<file path="config.mk">
export PLATFORM = sky130hd
export DESIGN_NAME = accum_col
export DESIGN_NICKNAME = d
export VERILOG_FILES = /design/src/rtl/accum_col.sv
export SDC_FILE = /design/constraint.sdc
export NUM_CORES = 1
export LEC_CHECK = 0
export CAP_MARGIN = 25
export CORE_ASPECT_RATIO = 2
export CORE_MARGIN = 2
export CORE_UTILIZATION = 61
export DETAILED_ROUTE_END_ITERATION = 6
export PLACE_DENSITY = 0.82
export RECOVER_POWER = 100
export SYNTH_ARGS = -nofsm -noshare
export SYNTH_HDL_FRONTEND = slang
export SYNTH_SLANG_ARGS = --single-unit
</file>
<file path="constraint.sdc">
create_clock -name clk -period 7.5 [get_ports clk]
set_input_delay 1.125 -clock clk [delete_from_list [all_inputs] [get_ports clk]]
set_output_delay 1.125 -clock clk [all_outputs]
set_load 0.005 [all_outputs]
</file>
<file path="src/rtl/accum_col.sv">
`default_nettype none
// ============================================================================
// Module   : accum_col
// Brief    : Column accumulator for a MAC array with saturating RMW entries
//            and a handshaked drain of all entries.
// Revision : 1.0
// ============================================================================
module accum_col #(
  parameter  int DEPTH = 8,
  parameter  int ACC_W = 32,
  localparam int AW    = $clog2(DEPTH)
) (
  input  logic             clk,
  input  logic             rst,
  input  logic             i_in_valid,
  input  logic [23:0]      i_in_data,
  input  logic [AW-1:0]    i_in_addr,
  input  logic             i_acc_en,
  input  logic             i_drain_start,
  output logic             o_out_valid,
  input  logic             i_out_ready,
  output logic [ACC_W-1:0] o_out_data,
  output logic [AW-1:0]    o_out_addr,
  output logic             o_busy,
  output logic             o_sat_flag,
  output logic             o_drop_flag
);

  typedef enum logic [0:0] {
    S_IDLE  = 1'b0,
    S_DRAIN = 1'b1
  } state_t;

  state_t           r_state;
  state_t           w_state_nxt;
  logic [ACC_W-1:0] r_entries [DEPTH];
  logic [AW-1:0]    r_ptr;
  logic             r_sat;
  logic             r_drop;

  logic [ACC_W-1:0] w_cur;
  logic [ACC_W-1:0] w_ext;
  logic [ACC_W:0]   w_sum;
  logic             w_ovf;
  logic [ACC_W-1:0] w_upd;
  logic             w_hs;
  logic             w_wr;

  // Read-modify-write uses the registered entry, so a write on the previous
  // edge is already visible to a back-to-back update of the same address.
  assign w_cur = r_entries[i_in_addr];
  assign w_ext = ACC_W'(i_in_data);
  assign w_sum = {1'b0, w_cur} + {1'b0, w_ext};
  assign w_ovf = w_sum[ACC_W];
  assign w_upd = !i_acc_en ? w_ext : (w_ovf ? {ACC_W{1'b1}} : w_sum[ACC_W-1:0]);
  assign w_wr  = (r_state == S_IDLE) && i_in_valid;
  assign w_hs  = (r_state == S_DRAIN) && i_out_ready;

  always_ff @(posedge clk) begin
    if (rst) begin
      r_state <= S_IDLE;
    end else begin
      r_state <= w_state_nxt;
    end
  end

  always_comb begin
    w_state_nxt = r_state;
    o_out_valid = 1'b0;
    o_busy      = 1'b0;
    o_out_addr  = '0;
    o_out_data  = '0;
    case (r_state)
      S_IDLE: begin
        if (i_drain_start) begin
          w_state_nxt = S_DRAIN;
        end
      end
      S_DRAIN: begin
        o_out_valid = 1'b1;
        o_busy      = 1'b1;
        o_out_addr  = r_ptr;
        o_out_data  = r_entries[r_ptr];
        if (i_out_ready && (r_ptr == AW'(DEPTH - 1))) begin
          w_state_nxt = S_IDLE;
        end
      end
      default: w_state_nxt = S_IDLE;
    endcase
  end

  always_ff @(posedge clk) begin
    if (rst) begin
      for (int i = 0; i < DEPTH; i++) begin
        r_entries[i] <= '0;
      end
    end else if (w_wr) begin
      r_entries[i_in_addr] <= w_upd;
    end else if (w_hs) begin
      r_entries[r_ptr] <= '0;
    end
  end

  // DEPTH is a power of two, so the pointer wraps to 0 on the last handshake.
  always_ff @(posedge clk) begin
    if (rst) begin
      r_ptr <= '0;
    end else if (w_hs) begin
      r_ptr <= r_ptr + 1'b1;
    end
  end

  always_ff @(posedge clk) begin
    if (rst) begin
      r_sat  <= 1'b0;
      r_drop <= 1'b0;
    end else begin
      if (w_wr && i_acc_en && w_ovf) begin
        r_sat <= 1'b1;
      end
      if ((r_state == S_DRAIN) && i_in_valid) begin
        r_drop <= 1'b1;
      end
    end
  end

  assign o_sat_flag  = r_sat;
  assign o_drop_flag = r_drop;

endmodule
`default_nettype wire

</file>
# Word-level counts from Yosys, hierarchy flattened
# Memories as Yosys holds them, arrays and structs flattened. A register that Yosys moved wholly into a read port is not among the register bits.
# Index checks and enable logic that the tools add are counted.
[word_totals]
ff_bits = 6
ram_bits = 256
wordCells = 42
mem_count = 1
[memory_table]
columns = ["name", "depth", "width", "read_ports", "rd_clocked_by_memory_dff", "wr", "line_no", "source"]
rows = [
  ["r_entries", 8, 32, 2, 1, 8, "36", "logic [ACC_W-1:0] r_entries [DEPTH];"],
]
[classes]
n_addsub = 2
n_eq_ne = 1
n_mux = 25
n_bitwise = 1
reduce_logical = 8
[ops]
columns = ["operator", "n"]
rows = [
  ["32-bit 2-to-1 mux", 5],
  ["32-bit OR reduction", 2],
  ["32-bit by 24-bit adder with 33-bit output", 1],
  ["3-bit 2-to-1 mux", 5],
  ["1-bit 2-to-1 mux", 14],
  ["1-bit logical AND", 6],
  ["3-bit by 1-bit adder with 3-bit output (second input constant)", 1],
  ["3-bit == test (second input constant)", 1],
  ["1-bit one-hot mux with 2 select lines", 1],
  ["1-bit NOT", 1],
]

# Depth between registers and ports, before layout
[depth]
word_depth = 8
depth_mapped = 18

# Worst setup path before layout
# Ideal clock, no wire load.
[synth_path]
kind = "input to register"
start = "input port i_in_addr[0]"
end = "memory r_entries[0][14], data pin"
setup_time_ns = 0.283
arrival_time_ns = 5.316
required_time_ns = 7.217
setup_slack_ns = 1.901
path_stages = 16
path_cell_list = "buf_6 buf_12 clkbuf_1 mux4_2 mux2_2 ha_1 fa_1 a211oi_1 o21ai_0 o21bai_1 and3_1 clkbuf_1 nor3_2 buf_4 nor3_1 nor3_1"
[synth_rtl]
columns = ["item", "line_no", "source"]
rows = [
  ["from (decl)", "17", "input logic [AW-1:0] i_in_addr,"],
  ["to (decl)", "36", ""],
]

==> impl_metrics.csv <==
group,metric,value,unit
run_status,status,"complete, but fails checks",
run_status,failing_checks,"max-capacitance violations, max-slew violations",
layout,fillers,1798,
logic_synthesis,syn-cell-area,15600,um^2
floorplan,rows,82,
power,clockPowerShare,34.5,%
power,vdd.ir_drop.worst,0.234,mV
worst_setup_path,critical_path.endpoint_type,"register",
worst_setup_path,critical_path_arrival,6.68,ns
power,power_leakage,0.00594,uW
cts,clock_pin_transition_on_the_worst_setup_and_hold_timing_paths,0.07,ns
grt,grt_busiest_layer,"met2",
floorplan,io_pins,72,
grt,grt_overflow_total,0,
layout,antenna-diode-count,0,
logic_synthesis,synth_top_area_share,49.4,%
grt,grt_use_met3,5.01,%
logic_synthesis,synth_area_leader_cell,"edfxtp_1",
cts,cts_buffers,23,
layout,design.final.nets,1289,
power,p_seq_share,46.8,%
sta,hold_viol,0,
cts,postCtsResizedCells,0,
sta,final.min_clock_period,6.61,ns
sta,worst_hold_margin,0.463,ns
placed_design,pre_cts_slack,1.44,ns
floorplan,core-area,25000,um^2
layout,synthesis_to_layout_area_growth,10.7,%
drt,avgViaCountPerCell,7.31,
worst_setup_path,cp.required,7.57,ns
placed_design,dp_hpwl,28200,um
logic_synthesis,ys.warnings.count,0,
sta,rel_slew_slack,-80.0,%
drt,post_drt_wl_per_cell,28.7,um
worst_setup_path,critical_path.startpoint,"rst",
sta,report.final.slew_viol_count,273,
hold_path,hold_path_startpoint,"o_drop_flag",
drt,antenna_left,0,
cts,clock_root_buffer,"clkbuf_16",
cts,cts-root-to-sink-buffers,3,
logic_synthesis,syn_area_per_cell,13.1,um^2
floorplan,dieHeight,230,um
cts,clock-sinks,265,
drt,drt-pass1-iter-count,5,
logic_synthesis,postSynthCellCount,1185,
cts,cts_tree,"done",
drt,drc_errors,0,
grt,initial_antenna_violation_count,0,
cts,worst_skew_pair_later_pin_latency,0.56,ns
sta,rsz0062_at_grt,"no",
grt,largest_net_degree_at_the_start_of_global_routing,65,
grt,first_global_vias,11800,
sta,finalWorstSetupSlack,0.892,ns
sta,report.final.setup_viol,0,
logic_synthesis,synth_edf_count,256,
power,internal-power,2700,uW
power,power.switching,1030,uW
sta,achievable-frequency,0.151,GHz
cts,cts.htree.levels,1,
cts,hold_buf_cts,0,
logic_synthesis,synthesized_flop_and_latch_total,265,
logic_synthesis,ys_seq_area_share,50.6,%
power,power_per_cell_area,216,nW/um^2
worst_setup_path,path_class,"in -> reg",
placed_design,port_buffers,71,
worst_setup_path,timing.critical_path.from_type,"input pin",
floorplan,floorplan.die_area,26900,um^2
layout,post_route_cells_drive_above_1_share,18.0,%
drt,routed_wl,45400,um
power,combinationalPowerShare,18.8,%
power,power.switching_fraction,27.6,%
worst_setup_path,startpoint_of_the_most_critical_register_to_register_path,"r_state",
drt,number_of_design_rule_violations_left_by_the_first_detailed_router_iteration,1287,
logic_synthesis,synth_top_cells_by_area,"edfxtp_1 49%, mux4_2 18%, nor2_1 4.9%, mux2i_1 2.5%, mux2_2 2.1%",
worst_setup_path,maximum_fanout_along_the_worst_path,27,
grt,globalRouteMet1Util,39.6,%
logic_synthesis,synth.distinct_cells,71,
cts,post-cts-setup-buffer-count,0,
run,max_cap_violations,10,
sta,setup_tns,0,ns
layout,leading_cell_type_in_the_layout_fill_and_taps_excluded,"edfxtp_1",
grt,grt_pass1_wl,67800,um
logic_synthesis,synth_async_sr_flop_share,0,%
sta,clock_skew,0.0202,ns
logic_synthesis,ys.flop_type,"edfxtp_1",
grt,grt.total_usage,34.7,%
power,report.power.total,3730,uW
hold_path,min-delay-path-class,"reg -> reg",
sta,tightestPinTransition,2.70,ns
floorplan,die_span_in_x,117,um
logic_synthesis,syn_nets,1245,
floorplan,initial_core_util,62.2,%
drt,num_vias,11600,
layout,mostFrequentLayoutCells,"256 x edfxtp_1, 204 x nor2_1, 126 x mux4_2",
sta,layout_worst_path_cycle_share,88.1,%
grt,globalRouteMet2Util,60.0,%
placed_design,gp_congestion,0.972,
cell type report:
type                            instances  area, um^2  area share (%)
Clock buffer                           29         618            3.59
Clock inverter                         12         164           0.951
Inverter                                7        26.3           0.152
Multi-Input combinational cell        829        7240            42.0
Sequential cell                       265        7870            45.7
Tap cell                              336         420            2.44
Timing Repair Buffer                  103         897            5.21
cells by family after synthesis:
logic type	synth area share, %
compound gates	8.24
xor+xnor	0.957
fa+ha+maj	2.22
buf+inv	2.52
flops	50.6
mux	23.3
simple gates	12.2
power groups by stage:
stage / Sequential [uW] / Clock [uW] / Combinational [uW]
after CTS: 1740 / 1280 / 702
after floorplan: 1740 / 0 / 507
after global placement: 1760 / 0 / 682
final: 1740 / 1290 / 700
after detailed placement: 1770 / 0 / 695
after global routing: 1750 / 1330 / 746
routing by layer:
layer | routed length, um | vias up | part of all wire, %
met1 | 13600 | 5631 | 30
met3 | 4340 | 268 | 9.6
met4 | 3540 | 0 | 7.8
met2 | 23800 | 887 | 53
li1 | - | 4767 | -
met5 | 0 | - | 0
cell usage after synthesis (all sizes together) (9+ instances only):
library cell	count
a211oi	21
a21o	15
a21oi	49
a311oi	9
a31o	10
buf	28
clkbuf	56
dfxtp	9
edfxtp	256
ha	26
mux2	31
mux2i	39
mux4	128
nand2	33
nand2b	11
nand3	27
nor2	204
nor2b	33
nor3	54
nor4	14
o21ai	32
xor2	10
worst max-delay path, stage by stage:
cell,delay [ns]
dlygate4sd3_1,1.09
or2_0,1.30
or3_1,0.24
o31ai_1,0.16
nand2_1,0.12
clkbuf_1,1.28
nand2b_1,0.55
clkbuf_2,0.77
stage by stage:
stage | instance area [um^2] | std cells | util [%]
3_3_place_gp | 16600 | 1538 | 66.2
4_1_cts | 17400 | 1579 | 69.3
5_1_grt | 17200 | 1581 | 68.8
3_5_place_dp | 16600 | 1538 | 66.2
2_1_floorplan | 15600 | 1185 | -
6_report | 17200 | 1581 | 68.8
sequential cells by signal, summed over array words and instances, names as in the netlist, named ones only:
| register | flops |
|---|---|
| r_state | 1 |
| o_sat_flag | 1 |
| r_ptr | 3 |
| r_entries | 256 |
| o_drop_flag | 1 |
worst paths after layout:
kind	slack, ns	end	depth (start not counted)
worst max-delay path	0.89	r_entries[1][6]	8
worst min-delay path	0.46	o_drop_flag	2
worst max register to register	1.03	r_entries[1][6]	8
worst min register to register	0.46	o_drop_flag	2
Note: power is estimated with default switching activity, not from simulation.
